==> src/rtl/pipelined_control_unit_if.sv <==
// Bundles the D-stage inputs and the E/M/W-stage and hazard outputs of pipelined_control_unit.
// The master side drives the decode inputs; the slave side is the control unit.
interface pipelined_control_unit_if #(
  parameter int OPCODEWIDTH   = 4,
  parameter int REGADDRWIDTH  = 4,
  parameter int STALLCNTWIDTH = 16
);
  logic [OPCODEWIDTH-1:0]   opcodeD;
  logic [REGADDRWIDTH-1:0]  rs1D;
  logic [REGADDRWIDTH-1:0]  rs2D;
  logic [REGADDRWIDTH-1:0]  rdD;
  logic                     branchTakenE;
  logic                     stallExt;

  logic                     obtainPCAsR1E;
  logic                     data2SelectorE;
  logic                     outFlagE;
  logic [2:0]               aluControlE;
  logic                     writeDataEnableM;
  logic                     resultSelectorW;
  logic                     writeEnableW;
  logic [REGADDRWIDTH-1:0]  rdW;
  logic                     illegalE;
  logic                     stallF;
  logic                     stallD;
  logic                     flushD;
  logic                     flushE;
  logic [1:0]               forwardAE;
  logic [1:0]               forwardBE;
  logic [STALLCNTWIDTH-1:0] stallCount;

  modport master (
    output opcodeD, rs1D, rs2D, rdD, branchTakenE, stallExt,
    input  obtainPCAsR1E, data2SelectorE, outFlagE, aluControlE, writeDataEnableM,
           resultSelectorW, writeEnableW, rdW, illegalE, stallF, stallD, flushD, flushE,
           forwardAE, forwardBE, stallCount
  );

  modport slave (
    input  opcodeD, rs1D, rs2D, rdD, branchTakenE, stallExt,
    output obtainPCAsR1E, data2SelectorE, outFlagE, aluControlE, writeDataEnableM,
           resultSelectorW, writeEnableW, rdW, illegalE, stallF, stallD, flushD, flushE,
           forwardAE, forwardBE, stallCount
  );
endinterface

==> src/rtl/pipelined_control_unit.sv <==
// 5-stage pipeline control: D decode, E/M/W control registers (1/2/3 cycles), hazard stall/flush.
// stallExt freezes every stage; CONTROLUNIT_FORWARD_EN enables E-stage forwarding so only load-use stalls.
module pipelined_control_unit #(
  parameter int OPCODEWIDTH   = 4,
  parameter int REGADDRWIDTH  = 4,
  parameter int STALLCNTWIDTH = 16
) (
  input  logic                    clk,
  input  logic                    reset,
  pipelined_control_unit_if.slave bus
);

  typedef struct packed {
    logic                    we;
    logic                    resSel;
    logic                    memWe;
    logic                    d2;
    logic                    pcR1;
    logic                    out;
    logic [2:0]              alu;
    logic                    illegal;
    logic [REGADDRWIDTH-1:0] rd;
  } ctl_t;

  ctl_t                     w_dec;
  ctl_t                     r_e;
  logic                     r_m_we;
  logic                     r_m_resSel;
  logic                     r_m_memWe;
  logic [REGADDRWIDTH-1:0]  r_m_rd;
  logic                     r_w_we;
  logic                     r_w_resSel;
  logic [REGADDRWIDTH-1:0]  r_w_rd;
  logic [STALLCNTWIDTH-1:0] r_cnt;

  logic       w_illegal;
  logic [3:0] w_opc;
  logic       w_rs1_used;
  logic       w_rs2_used;
  logic       w_match_e;
  logic       w_hazard;
  logic       w_stallF;
  logic       w_stallD;
  logic       w_flushD;
  logic       w_flushE;

  generate
    if (OPCODEWIDTH > 4) begin : g_wide_opc
      assign w_illegal = |bus.opcodeD[OPCODEWIDTH-1:4];
    end else begin : g_narrow_opc
      assign w_illegal = 1'b0;
    end
  endgenerate

  assign w_opc = bus.opcodeD[3:0];

  always_comb begin
    w_dec = '0;
    if (w_illegal) begin
      w_dec.illegal = 1'b1;
    end else begin
      w_dec.rd = bus.rdD;
      case (w_opc)
        4'd0: begin w_dec.we = 1'b1; w_dec.alu = 3'b110; w_dec.resSel = 1'b1; end
        4'd1: begin w_dec.alu = 3'b110; w_dec.memWe = 1'b1; end
        4'd2: begin w_dec.we = 1'b1; w_dec.d2 = 1'b1; w_dec.alu = 3'b111; end
        4'd3: begin w_dec.we = 1'b1; w_dec.alu = 3'b110; end
        4'd4: begin w_dec.alu = 3'b110; w_dec.out = 1'b1; end
        4'd5, 4'd6, 4'd7, 4'd8, 4'd9: begin w_dec.we = 1'b1; w_dec.alu = 3'b000; end
        4'd10: begin w_dec.alu = 3'b001; end
        default: begin w_dec.pcR1 = 1'b1; w_dec.d2 = 1'b1; w_dec.alu = 3'b000; end
      endcase
    end
  end

  assign w_rs1_used = ~w_dec.pcR1;
  assign w_rs2_used = ~w_illegal & ((w_opc == 4'd1) | ((w_opc >= 4'd5) & (w_opc <= 4'd10)));

  assign w_match_e = r_e.we & ((w_rs1_used & (r_e.rd == bus.rs1D)) |
                               (w_rs2_used & (r_e.rd == bus.rs2D)));

`ifdef CONTROLUNIT_FORWARD_EN
  logic [REGADDRWIDTH-1:0] r_e_rs1;
  logic [REGADDRWIDTH-1:0] r_e_rs2;
  logic [1:0]              w_fwdA;
  logic [1:0]              w_fwdB;

  assign w_hazard = w_match_e & r_e.resSel;

  // M is the younger producer, so it wins over W.
  always_comb begin
    w_fwdA = 2'b00;
    w_fwdB = 2'b00;
    if (r_m_we && (r_m_rd == r_e_rs1))      w_fwdA = 2'b10;
    else if (r_w_we && (r_w_rd == r_e_rs1)) w_fwdA = 2'b01;
    if (r_m_we && (r_m_rd == r_e_rs2))      w_fwdB = 2'b10;
    else if (r_w_we && (r_w_rd == r_e_rs2)) w_fwdB = 2'b01;
  end

  always_ff @(posedge clk or posedge reset) begin
    if (reset) begin
      r_e_rs1 <= '0;
      r_e_rs2 <= '0;
    end else if (!bus.stallExt) begin
      r_e_rs1 <= (w_flushE || w_illegal) ? '0 : bus.rs1D;
      r_e_rs2 <= (w_flushE || w_illegal) ? '0 : bus.rs2D;
    end
  end

  assign bus.forwardAE = w_fwdA;
  assign bus.forwardBE = w_fwdB;
`else
  logic w_match_m;

  // Without forwarding a consumer waits until its producer has reached W (write-through).
  assign w_match_m = r_m_we & ((w_rs1_used & (r_m_rd == bus.rs1D)) |
                               (w_rs2_used & (r_m_rd == bus.rs2D)));
  assign w_hazard  = w_match_e | w_match_m;

  assign bus.forwardAE = 2'b00;
  assign bus.forwardBE = 2'b00;
`endif

  // Priority: reset, external freeze, taken branch, data hazard.
  always_comb begin
    w_stallF = 1'b0;
    w_stallD = 1'b0;
    w_flushD = 1'b0;
    w_flushE = 1'b0;
    if (!reset) begin
      if (bus.stallExt) begin
        w_stallF = 1'b1;
        w_stallD = 1'b1;
      end else if (bus.branchTakenE) begin
        w_flushD = 1'b1;
        w_flushE = 1'b1;
      end else if (w_hazard) begin
        w_stallF = 1'b1;
        w_stallD = 1'b1;
        w_flushE = 1'b1;
      end
    end
  end

  always_ff @(posedge clk or posedge reset) begin
    if (reset) begin
      r_e        <= '0;
      r_m_we     <= 1'b0;
      r_m_resSel <= 1'b0;
      r_m_memWe  <= 1'b0;
      r_m_rd     <= '0;
      r_w_we     <= 1'b0;
      r_w_resSel <= 1'b0;
      r_w_rd     <= '0;
      r_cnt      <= '0;
    end else begin
      if (!bus.stallExt) begin
        r_e        <= w_flushE ? '0 : w_dec;
        r_m_we     <= r_e.we;
        r_m_resSel <= r_e.resSel;
        r_m_memWe  <= r_e.memWe;
        r_m_rd     <= r_e.rd;
        r_w_we     <= r_m_we;
        r_w_resSel <= r_m_resSel;
        r_w_rd     <= r_m_rd;
      end
      if (w_stallD && (r_cnt != '1)) r_cnt <= r_cnt + STALLCNTWIDTH'(1);
    end
  end

  assign bus.obtainPCAsR1E    = r_e.pcR1;
  assign bus.data2SelectorE   = r_e.d2;
  assign bus.outFlagE         = r_e.out;
  assign bus.aluControlE      = r_e.alu;
  assign bus.illegalE         = r_e.illegal;
  assign bus.writeDataEnableM = r_m_memWe;
  assign bus.resultSelectorW  = r_w_resSel;
  assign bus.writeEnableW     = r_w_we;
  assign bus.rdW              = r_w_rd;
  assign bus.stallF           = w_stallF;
  assign bus.stallD           = w_stallD;
  assign bus.flushD           = w_flushD;
  assign bus.flushE           = w_flushE;
  assign bus.stallCount       = r_cnt;

endmodule

==> src/flat_wrapper.sv <==
// flat-port wrapper written by rule: the top's interface ports become plain ports
module pipelined_control_unit_flat 
#(
  parameter int OPCODEWIDTH   = 4,
  parameter int REGADDRWIDTH  = 4,
  parameter int STALLCNTWIDTH = 16
)
  (clk, reset, bus_opcodeD, bus_rs1D, bus_rs2D, bus_rdD, bus_branchTakenE, bus_stallExt, bus_obtainPCAsR1E, bus_data2SelectorE, bus_outFlagE, bus_aluControlE, bus_writeDataEnableM, bus_resultSelectorW, bus_writeEnableW, bus_rdW, bus_illegalE, bus_stallF, bus_stallD, bus_flushD, bus_flushE, bus_forwardAE, bus_forwardBE, bus_stallCount);
  pipelined_control_unit_if #(.OPCODEWIDTH(OPCODEWIDTH), .REGADDRWIDTH(REGADDRWIDTH), .STALLCNTWIDTH(STALLCNTWIDTH)) bus_i ();
  input  logic clk;
  input  logic reset;
  input wire logic [$bits(bus_i.opcodeD)-1:0] bus_opcodeD;
  input wire logic [$bits(bus_i.rs1D)-1:0] bus_rs1D;
  input wire logic [$bits(bus_i.rs2D)-1:0] bus_rs2D;
  input wire logic [$bits(bus_i.rdD)-1:0] bus_rdD;
  input wire logic [$bits(bus_i.branchTakenE)-1:0] bus_branchTakenE;
  input wire logic [$bits(bus_i.stallExt)-1:0] bus_stallExt;
  output wire logic [$bits(bus_i.obtainPCAsR1E)-1:0] bus_obtainPCAsR1E;
  output wire logic [$bits(bus_i.data2SelectorE)-1:0] bus_data2SelectorE;
  output wire logic [$bits(bus_i.outFlagE)-1:0] bus_outFlagE;
  output wire logic [$bits(bus_i.aluControlE)-1:0] bus_aluControlE;
  output wire logic [$bits(bus_i.writeDataEnableM)-1:0] bus_writeDataEnableM;
  output wire logic [$bits(bus_i.resultSelectorW)-1:0] bus_resultSelectorW;
  output wire logic [$bits(bus_i.writeEnableW)-1:0] bus_writeEnableW;
  output wire logic [$bits(bus_i.rdW)-1:0] bus_rdW;
  output wire logic [$bits(bus_i.illegalE)-1:0] bus_illegalE;
  output wire logic [$bits(bus_i.stallF)-1:0] bus_stallF;
  output wire logic [$bits(bus_i.stallD)-1:0] bus_stallD;
  output wire logic [$bits(bus_i.flushD)-1:0] bus_flushD;
  output wire logic [$bits(bus_i.flushE)-1:0] bus_flushE;
  output wire logic [$bits(bus_i.forwardAE)-1:0] bus_forwardAE;
  output wire logic [$bits(bus_i.forwardBE)-1:0] bus_forwardBE;
  output wire logic [$bits(bus_i.stallCount)-1:0] bus_stallCount;
  assign bus_i.opcodeD = bus_opcodeD;
  assign bus_i.rs1D = bus_rs1D;
  assign bus_i.rs2D = bus_rs2D;
  assign bus_i.rdD = bus_rdD;
  assign bus_i.branchTakenE = bus_branchTakenE;
  assign bus_i.stallExt = bus_stallExt;
  assign bus_obtainPCAsR1E = bus_i.obtainPCAsR1E;
  assign bus_data2SelectorE = bus_i.data2SelectorE;
  assign bus_outFlagE = bus_i.outFlagE;
  assign bus_aluControlE = bus_i.aluControlE;
  assign bus_writeDataEnableM = bus_i.writeDataEnableM;
  assign bus_resultSelectorW = bus_i.resultSelectorW;
  assign bus_writeEnableW = bus_i.writeEnableW;
  assign bus_rdW = bus_i.rdW;
  assign bus_illegalE = bus_i.illegalE;
  assign bus_stallF = bus_i.stallF;
  assign bus_stallD = bus_i.stallD;
  assign bus_flushD = bus_i.flushD;
  assign bus_flushE = bus_i.flushE;
  assign bus_forwardAE = bus_i.forwardAE;
  assign bus_forwardBE = bus_i.forwardBE;
  assign bus_stallCount = bus_i.stallCount;
  pipelined_control_unit #(.OPCODEWIDTH(OPCODEWIDTH), .REGADDRWIDTH(REGADDRWIDTH), .STALLCNTWIDTH(STALLCNTWIDTH)) u_core (.clk(clk), .reset(reset), .bus(bus_i));
endmodule
==> config.mk <==
export PLATFORM = sky130hd
export DESIGN_NAME = pipelined_control_unit_flat
export DESIGN_NICKNAME = d
export VERILOG_FILES = /design/src/rtl/pipelined_control_unit_if.sv /design/src/rtl/pipelined_control_unit.sv /design/src/flat_wrapper.sv
export SDC_FILE = /design/constraint.sdc
export NUM_CORES = 1
export LEC_CHECK = 0
export CORE_MARGIN = 2
export CORE_UTILIZATION = 51
export CTS_CLUSTER_DIAMETER = 100
export CTS_CLUSTER_SIZE = 20
export DETAILED_ROUTE_END_ITERATION = 8
export HOLD_SLACK_MARGIN = 0.05
export PLACE_DENSITY = 0.92
export SETUP_SLACK_MARGIN = 0.1
export SLEW_MARGIN = 25
export SYNTH_ARGS = -nofsm -noshare
export SYNTH_HDL_FRONTEND = slang
export SYNTH_SLANG_ARGS = --single-unit
==> constraint.sdc <==
create_clock -name clk -period 5.9 [get_ports clk]
set_clock_uncertainty 0.05 [all_clocks]
set_input_delay 1.18 -clock clk [delete_from_list [all_inputs] [get_ports clk]]
set_output_delay 1.18 -clock clk [all_outputs]
set_load 0.01 [all_outputs]
# ---- After elaboration in Yosys (flattened, before gate mapping)
# Index checks and enable logic that the tools add are counted.
dict set report totals {
  out_inout_bits 38
  word_cells 70
  register_bits 43
  inputBits 20
}
dict set report op_classes {
  add_sub_neg 1
  n_lt_le_gt_ge 2
  n_eq_ne 15
  n_reduce_logical 6
  n_mux 18
  bitwise_logic 11
}
# op count
set ops {}
lappend ops {{16-bit by 1-bit adder with 16-bit output, second input constant} 1}
lappend ops {{4-bit by 3-bit equality test with 1-bit output, second input constant} 4}
lappend ops {{4-bit equality test} 4}
lappend ops {{1-bit two-way mux} 16}
lappend ops {{16-bit != test, second input constant} 1}
lappend ops {{14-bit two-way mux} 1}
lappend ops {{4-bit equality test, second input constant} 3}
lappend ops {{11-bit OR reduction} 1}
lappend ops {{10-bit OR reduction} 1}
lappend ops {{3-bit case mux with 3 select lines} 1}
lappend ops {{4-bit by 2-bit equality test with 1-bit output, second input constant} 2}
lappend ops {{8-bit OR reduction} 1}
lappend ops {{1-bit bitwise AND} 7}
lappend ops {{4-bit by 1-bit equality test with 1-bit output, second input constant} 1}
lappend ops {{4-bit by 3-bit >= comparator with 1-bit output, second input constant} 1}
lappend ops {{4-bit <= comparator, second input constant} 1}
lappend ops {{4-bit logical NOT} 1}
lappend ops {{1-bit bitwise OR} 4}
lappend ops {{4-bit OR reduction} 1}
lappend ops {{1-bit logical AND} 1}

# ---- Depth between registers and ports, before layout
# Gate-level depths: netlist (run 1).
dict set report logic_depth {
  ltp_word 12
  ltp_mapped 9
  depth_no_buf 7
}

# ---- Worst setup path after synthesis (run 1)
# No wires, ideal clock.
dict set report synth_path {
  kind {input-to-output}
  startpoint {input port bus_opcodeD[2]}
  endpoint {output port bus_stallF}
  path_buffers 2
  arrival_time_ns 2.353
  setup_slack_ns 2.317
  cell_stages 9
  t_required_ns 4.670
  cell_sequence {buf_2 -> nor2_1 -> a21oi_1 -> o221a_2 -> o21ai_0 -> nand2_1 -> a21oi_1 -> nor2_1 -> buf_4}
}
dict set report synth_via {
  elab_chain_len 11
  word_cells_on_any_way 29
  classes_between {order compare (2); eq/ne (10); mux (4); bitwise (11); reduce/logical (2)}
}
# element line_no
set synth_lines {}
lappend synth_lines {{start, declared} flat_wrapper.sv:12} ;# input wire logic [$bits(bus_i.opcodeD)-1:0] bus_opcodeD;
lappend synth_lines {{4-bit by 3-bit >= comparator with 1-bit output / 4-bit <= comparator (equally long branches)} pipelined_control_unit.sv:77} ;# assign w_rs2_used = ~w_illegal & ((w_opc == 4'd1) | ((w_opc >= 4'd5) & (w_opc <= 4'd10)));
lappend synth_lines {{1-bit bitwise AND} pipelined_control_unit.sv:77}
lappend synth_lines {{1-bit bitwise OR} pipelined_control_unit.sv:77}
lappend synth_lines {{1-bit bitwise AND, on equally long branches} {pipelined_control_unit.sv:80, pipelined_control_unit.sv:117}}
lappend synth_lines {{1-bit bitwise OR, on equally long branches} {pipelined_control_unit.sv:79, pipelined_control_unit.sv:116}}
lappend synth_lines {{1-bit bitwise AND, on equally long branches} {pipelined_control_unit.sv:79, pipelined_control_unit.sv:116}}
lappend synth_lines {{1-bit bitwise OR *} pipelined_control_unit.sv:118} ;# assign w_hazard = w_match_e | w_match_m;
lappend synth_lines {{1-bit two-way mux * (4 in series)} n/a}
lappend synth_lines {{end, declared} flat_wrapper.sv:27} ;# output wire logic [$bits(bus_i.stallF)-1:0] bus_stallF;
# Every way passes the cells marked *; elsewhere a longest branch is shown, timed or not.

# ---- Worst setup path in the final report (run 1)
dict set report layout_path {
  startpoint {input port bus_opcodeD[2]}
  endpoint {output port bus_stallD}
}
dict set report layout_via {
  elab_chain_len 11
  word_cells_on_any_way 29
  classes_between {order compare (2); eq/ne (10); mux (4); bitwise (11); reduce/logical (2)}
}
# element line_no
set layout_lines {}
lappend layout_lines {{4-bit by 3-bit >= comparator with 1-bit output / 4-bit <= comparator (equally long branches)} pipelined_control_unit.sv:77}
lappend layout_lines {{1-bit bitwise AND} pipelined_control_unit.sv:77}
lappend layout_lines {{1-bit bitwise OR} pipelined_control_unit.sv:77}
lappend layout_lines {{1-bit bitwise AND, on equally long branches} {pipelined_control_unit.sv:80, pipelined_control_unit.sv:117}}
lappend layout_lines {{1-bit bitwise OR, on equally long branches} {pipelined_control_unit.sv:79, pipelined_control_unit.sv:116}}
lappend layout_lines {{1-bit bitwise AND, on equally long branches} {pipelined_control_unit.sv:79, pipelined_control_unit.sv:116}}
lappend layout_lines {{1-bit bitwise OR *} pipelined_control_unit.sv:118}
lappend layout_lines {{1-bit two-way mux *} pipelined_control_unit.sv:137} ;# end else if (w_hazard) begin
lappend layout_lines {{1-bit two-way mux *} pipelined_control_unit.sv:134} ;# end else if (bus.branchTakenE) begin
lappend layout_lines {{1-bit two-way mux *} pipelined_control_unit.sv:131} ;# if (bus.stallExt) begin
lappend layout_lines {{1-bit two-way mux *} pipelined_control_unit.sv:130} ;# if (!reset) begin
lappend layout_lines {{end, declared} flat_wrapper.sv:28} ;# output wire logic [$bits(bus_i.stallD)-1:0] bus_stallD;
# Marked as above.

==> results.py, run 1 <==
metrics = {
    "run_status": {
        "status": "completed",
    },
    "logic_synthesis": {
        "netlist_top_cells_area": "dfrtp_1, xnor2_1, mux2_2",
        "synth-edff-count": 0,
        "netlist_instances": 188,
        "synth.largest_area_cell": "dfrtp_1",
        "yosysSeqAreaShare": 0.487,
        "synth_top_area_share": 0.487,
        "async_flop_share": 1.00,
        "synth_top_cells_by_count": "dfrtp_1, xnor2_1, mux2_2",
        "synth.avg_cell_area_um2": 11.2,
        "synth-main-ff-cell": "dfrtp_1",
        "ys_warn_count": 0,
        "synth_cell_types": 36,
        "synth-seq-cells": 41,
        "synth.most_common_cell": "dfrtp_1",
        "synth_area_um2": 2110,
    },
    "timing": {
        "finalHoldViolations": 0,
        "slew_headroom": 0.382,
        "fin_crit_sh": 0.805,
        "worstMarginPinSlew_ns": 0.927,
        "setup_viol": 0,
        "worst_slack_ns": 1.15,
        "fmax_ghz": 0.211,
        "fin_setup_tns_ns": 0,
        "drv_slew": 0,
        "rsz0062_at_grt": "no",
        "min_period_ns": 4.75,
    },
    "setup_path": {
        "r2r_cells": 7,
        "cpPeakStageDelay_ns": 0.58,
        "path_cells": "clkdlybuf4s50_1, a21oi_1, nor2_1, o32ai_1, inv_1, nand2_1, a21oi_1, nor2_1, clkdlybuf4s50_1",
        "r2r-end": "u_core.bus.outFlagE",
        "setup.worst_path.end": "bus_stallD",
        "cp_num_buf_inv": 3,
        "crit_path_max_fanout": 11,
        "cp_slowest_cell": "clkdlybuf4s50_1",
        "crit_path_end_kind": "output pin",
        "worst_r2r_startpoint": "u_core.r_m_rd[2]",
        "worstSetupPathType": "input port to output pin",
        "start_kind": "input port",
        "startpoint": "bus_opcodeD[2]",
        "cp_top_family": "buffers and inverters",
        "required_ns": 4.67,
        "reg2reg_slack_ns": 3.56,
        "cp.depth": 9,
        "crit_arrival_ns": 3.52,
    },
    "cts": {
        "cts.path.max_buffers": 2,
        "cts.clk_slew.worst_paths_ns": 0.08,
        "post-cts-setup-buffer-count": 0,
        "cts_made_buffers": 5,
        "tritoncts": "done",
        "cts_sinks": 41,
        "cts.root.buffer_cell": "clkbuf_8",
        "holdBufCountCts": 0,
        "clk-insertion-delay-late_ns": 0.29,
        "post_cts_resized": 0,
        "htree_levels": 2,
    },
    "detailed_routing": {
        "drc": 0,
        "vias": 1582,
        "detail-route-antenna-nets": 0,
        "drt_iter0_drc": 111,
        "dr.pass1.iters": 4,
        "routed_via_density": 5.51,
        "wl_mm": 4.52,
        "routedWlPerCell_um": 15.7,
    },
    "die": {
        "die_h_um": 68.3,
        "rows": 23,
        "dieArea_um2": 4660,
        "ios": 58,
        "core_um2": 4000,
        "die_x_um": 68.3,
        "start_util": 0.527,
    },
    "cells_and_area": {
        "fin_nets": 257,
        "area_delta_synth_final_pct": 29.3,
        "antenna_cells": 0,
        "fin_area_um2": 2730,
        "drive_gt1_frac": 0.127,
    },
    "flow_run": {
        "max_cap_violations": 0,
    },
    "grt": {
        "first_global_vias": 1540,
        "grt_pass1_wl_mm": 7.29,
        "grtUsageTotal": 0.214,
        "grt-ovfl-total": 0,
        "grt_max_degree": 32,
        "grt_antenna_before_repair": 0,
    },
    "place": {
        "place_area_um2": 2610,
        "place.gp.congestion": 0.762,
        "post-place-ws_ns": 1.17,
        "portBuffers": 52,
        "dp_hpwl_mm": 3.26,
    },
    "worst_hold_path": {
        "min-delay-path-class": "register to register",
    },
    "pwr": {
        "max-vdd-ir-drop_uv": 222,
        "power_density_nw_per_um2": 296,
        "power.leakage_nw": 1.16,
    },
}
worst register-to-register path: stages, from the launching register on:
cell and delay [ns]:
dfrtp_1 0.44, xnor2_1 0.21, nand3_1 0.11, o32ai_1 0.42
nor3_1 0.08, o2bb2ai_1 0.36, and2_1 0.32, a32o_1 0.26
final cells by class:
cell class | count | area [µm²]
tap | 50 | 62.6
inverter | 5 | 18.8
clock buffer | 6 | 82.6
clock inverter | 2 | 37.5
fill | 319 | 1270
timing repair buffer | 54 | 536
multi-input combinational | 129 | 963
sequential | 41 | 1030
through the flow:
step | cells | utilization | total power, mW | hold WS (ns)
finish | 287 | 0.682 | 0.806 | 0.427
global route | 287 | 0.682 | 0.846 | 0.465
CTS | 287 | 0.682 | 0.811 | 0.436
detailed placement | 279 | 0.652 | 0.574 | 0.417
global placement | 279 | 0.652 | 0.566 | 0.403
floorplan | 192 | - | 0.474 | 0.388
state kept, by name, indices dropped and copies added, names as in the netlist, 2 cells and up:
name                    count
u_core.bus.rdW              4
u_core.r_e                  7
u_core.r_m_rd               4
u_core.bus.stallCount      16
u_core.bus.aluControlE      2
worst min path at each step:
stage	from	to	slack (ns)	depth (start not counted)
finish	u_core.r_e[11]	u_core.r_e[11]	0.43	2
global route	u_core.r_e[12]	u_core.r_e[12]	0.47	1
CTS	u_core.r_e[11]	u_core.r_e[11]	0.44	2
detailed placement	u_core.r_e[11]	u_core.r_e[11]	0.42	2
global placement	u_core.r_e[11]	u_core.r_e[11]	0.40	2
floorplan	u_core.r_e[11]	u_core.r_e[11]	0.39	2
cell families (layout without fill, tap and decap cells):
logic type,after synthesis,after routing,synth area share
fa+ha+maj,1,1,0.00593
compound gates,27,27,0.102
simple gates,51,51,0.137
buf+inv,22,67,0.0635
xor+xnor,31,31,0.129
mux,14,14,0.0748
other cells,1,5,0.00178
flops,41,41,0.487
where the power goes:
group / switching, mW / leakage (nW) / internal, mW
clock network: 0.0997 / 0.0574 / 0.138
registers: 0.0485 / 0.535 / 0.321
logic: 0.0810 / 0.567 / 0.118
per-layer routing:
metal | share of wire | track usage
met1 | 0.40 | 0.251
met2 | 0.52 | 0.373
met3 | 0.059 | 0.0641
met4 | 0.012 | 0.0675
met5 | 0 | 0
placed cells by master, fill, tap and decap left out, drive strengths merged, types with 3 or more instances in the layout:
cell            n
clkbuf          6
nand2          11
clkdlybuf4s50  52
nor2            5
conb            5
and4            4
and3            5
nand4           7
a21oi           5
a22o            9
xor2            7
inv             5
xnor2          24
nand3           9
nor3            5
mux2           14
o21ai           3
dfrtp          41
Note: power is estimated with default switching activity, not from simulation.
==> run 2, diff against run 1 <==
--- a/config.mk
+++ b/config.mk
@@ -6,12 +6,12 @@
 export NUM_CORES = 1
 export LEC_CHECK = 0
 export CORE_MARGIN = 2
-export CORE_UTILIZATION = 51
+export CORE_UTILIZATION = 43
 export CTS_CLUSTER_DIAMETER = 100
 export CTS_CLUSTER_SIZE = 20
 export DETAILED_ROUTE_END_ITERATION = 8
 export HOLD_SLACK_MARGIN = 0.05
-export PLACE_DENSITY = 0.92
+export PLACE_DENSITY = 0.84
 export SETUP_SLACK_MARGIN = 0.1
 export SLEW_MARGIN = 25
 export SYNTH_ARGS = -nofsm -noshare
==> constraint.sdc (replaced) <==
create_clock -name clk -period 4.1 [get_ports clk]
set_clock_uncertainty 0.05 [all_clocks]
set_input_delay 0.82 -clock clk [delete_from_list [all_inputs] [get_ports clk]]
set_output_delay 0.82 -clock clk [all_outputs]
set_load 0.01 [all_outputs]
==> run 2 against run 1 <==
Sequential power grew 44%. Total power grew 44%. Combinational power up 47%. Count of clock-buffer cells in the layout up 1. Flip-flop and latch count is the same. Worst hold slack gained 0.0047 ns. Critical endpoint is now bus_stallF. Non-clock buffer count up 2. Via count increased by 0.88%. Clock power rose by 40%. Utilization is 9.5 points lower. Cell area grew 1.7%. Register-to-register slack worse by 1.8 ns. Largest cell class unchanged.
==> results.py, run 2 (synthesis results as in run 1) <==
metrics = {
    "detailed_routing": {
        "wl_mm": 4.58,
        "drt_iter0_drc": 52,
        "routed_via_density": 5.22,
        "vias": 1596,
        "detail-route-antenna-nets": 0,
        "routedWlPerCell_um": 15.0,
        "drc": 0,
        "dr.pass1.iters": 4,
    },
    "grt": {
        "grt_max_degree": 30,
        "use_met3": 0.0705,
        "grt_antenna_before_repair": 0,
        "grtUsageTotal": 0.178,
        "busiest_layer": "met2",
        "use_met2": 0.294,
        "gr-usage-met1": 0.208,
        "grt_pass1_wl_mm": 7.35,
        "first_global_vias": 1578,
        "grt-ovfl-total": 0,
    },
    "run_status": {
        "status": "completed",
    },
    "cells_and_area": {
        "final_cell_mix": "clkdlybuf4s50_1, dfrtp_1, xnor2_1",
        "fin_util": 0.587,
        "final_common_cell": "clkdlybuf4s50_1",
        "area_delta_synth_final_pct": 31.5,
        "fin_area_um2": 2770,
        "antenna_cells": 0,
        "final_cells": 306,
        "largest_reg_flops": 16,
        "fin_nets": 259,
        "drive_gt1_frac": 0.138,
    },
    "cts": {
        "cts_made_buffers": 5,
        "htree_levels": 2,
        "cts_sinks": 41,
        "cts.root.buffer_cell": "clkbuf_8",
        "tritoncts": "done",
        "cts.path.max_buffers": 2,
        "cts.clk_slew.worst_paths_ns": 0.08,
        "holdBufCountCts": 0,
        "clk-insertion-delay-late_ns": 0.29,
    },
    "setup_path": {
        "crit_arrival_ns": 2.98,
        "path_cells": "clkdlybuf4s50_1, a21oi_1, nor2_1, o32ai_2, inv_1, nand2_1, a21oi_1, nor2_1, clkdlybuf4s50_1",
        "cp.depth": 9,
        "crit_path_max_fanout": 7,
        "r2r_cells": 6,
        "cpPeakStageDelay_ns": 0.56,
        "worstSetupPathType": "input port to output pin",
        "cp_top_family": "buffers and inverters",
        "start_kind": "input port",
        "reg2reg_slack_ns": 1.74,
        "cp_slowest_cell": "clkdlybuf4s50_1",
        "cp_num_buf_inv": 3,
        "crit_path_end_kind": "output pin",
        "required_ns": 3.23,
    },
    "pwr": {
        "power_density_nw_per_um2": 417,
        "max-vdd-ir-drop_uv": 329,
        "power.leakage_nw": 1.17,
    },
    "timing": {
        "worstMarginPinSlew_ns": 0.962,
        "fin_crit_sh": 0.940,
        "slew_headroom": 0.359,
        "fmax_ghz": 0.260,
        "fin_setup_tns_ns": 0,
        "finalHoldViolations": 0,
        "setup_viol": 0,
        "drv_slew": 0,
        "min_period_ns": 3.85,
        "rsz0062_at_grt": "no",
        "whs_ns": 0.432,
    },
    "die": {
        "rows": 25,
        "core_um2": 4720,
        "dieArea_um2": 5480,
        "die_x_um": 74.0,
        "ios": 58,
        "die_h_um": 74.0,
        "start_util": 0.446,
    },
    "place": {
        "place.gp.congestion": 0.896,
        "place_inst": 298,
        "dp_hpwl_mm": 3.23,
        "place_area_um2": 2640,
        "portBuffers": 52,
    },
    "worst_hold_path": {
        "whs_path_depth": 2,
        "min-delay-path-class": "register to register",
    },
    "flow_run": {
        "max_cap_violations": 0,
    },
}
==> run 2: cell types whose count changed in the layout (fill, tap and decap cells not counted), sizes merged <==
cell | before | now
buf | 2 | 4
clkbuf | 6 | 7
clkinvlp | 1 | 0
==> run 2: tightest hold or removal path, cell delays in order (launching register included) <==
cell	delay, ns
dfrtp_1	0.35
nand2_1	0.05
nand2_1	0.05
==> run 2: path summary, 6_finish.rpt <==
path / end / start
max in group asynchronous: u_core.r_m_rd[3] / reset
min in group asynchronous: u_core.bus.stallCount[12] / reset
max reg2reg: u_core.bus.outFlagE / u_core.r_m_rd[2]
max: bus_stallF / bus_opcodeD[1]
min reg2reg: u_core.r_e[11] / u_core.r_e[11]
min: u_core.r_e[11] / u_core.r_e[11]
==> run 2: cell type report <==
type                    count  area [µm²]
clock buffers               7        86.3
well taps                  67        83.8
flip-flops and latches     41        1030
inverters                   5        18.8
fillers                   393        1950
clock inverters             1        30.0
multi-input cells         129         977
repair buffers             56         551
==> run 2: per-layer routing <==
metal	wire length, µm	up-vias	share of wire
met5	0	-	0
met4	75	0	0.016
met3	282	10	0.062
met2	2300	45	0.50
met1	1920	785	0.42
li1	-	756	-
==> run 2: repair_timing <==
action                                  CTS  global route
endpoints found under the setup margin    0             3
setup buffers                             0             0
resized for setup                         0             2
==> run 2: where the power goes <==
part,internal (mW),leakage (nW),total [mW],switching [mW]
Sequential,0.462,0.535,0.532,0.0695
Clock,0.198,0.0585,0.331,0.133
Combinational,0.172,0.578,0.293,0.122
==> run 2: metrics by stage <==
step / power, mW / setup slack [ns]
after floorplan: 0.683 / 1.24
after global placement: 0.817 / 0.263
after detailed placement: 0.829 / 0.213
after CTS: 1.17 / 0.185
after global routing: 1.21 / 0.0687
final: 1.16 / 0.247
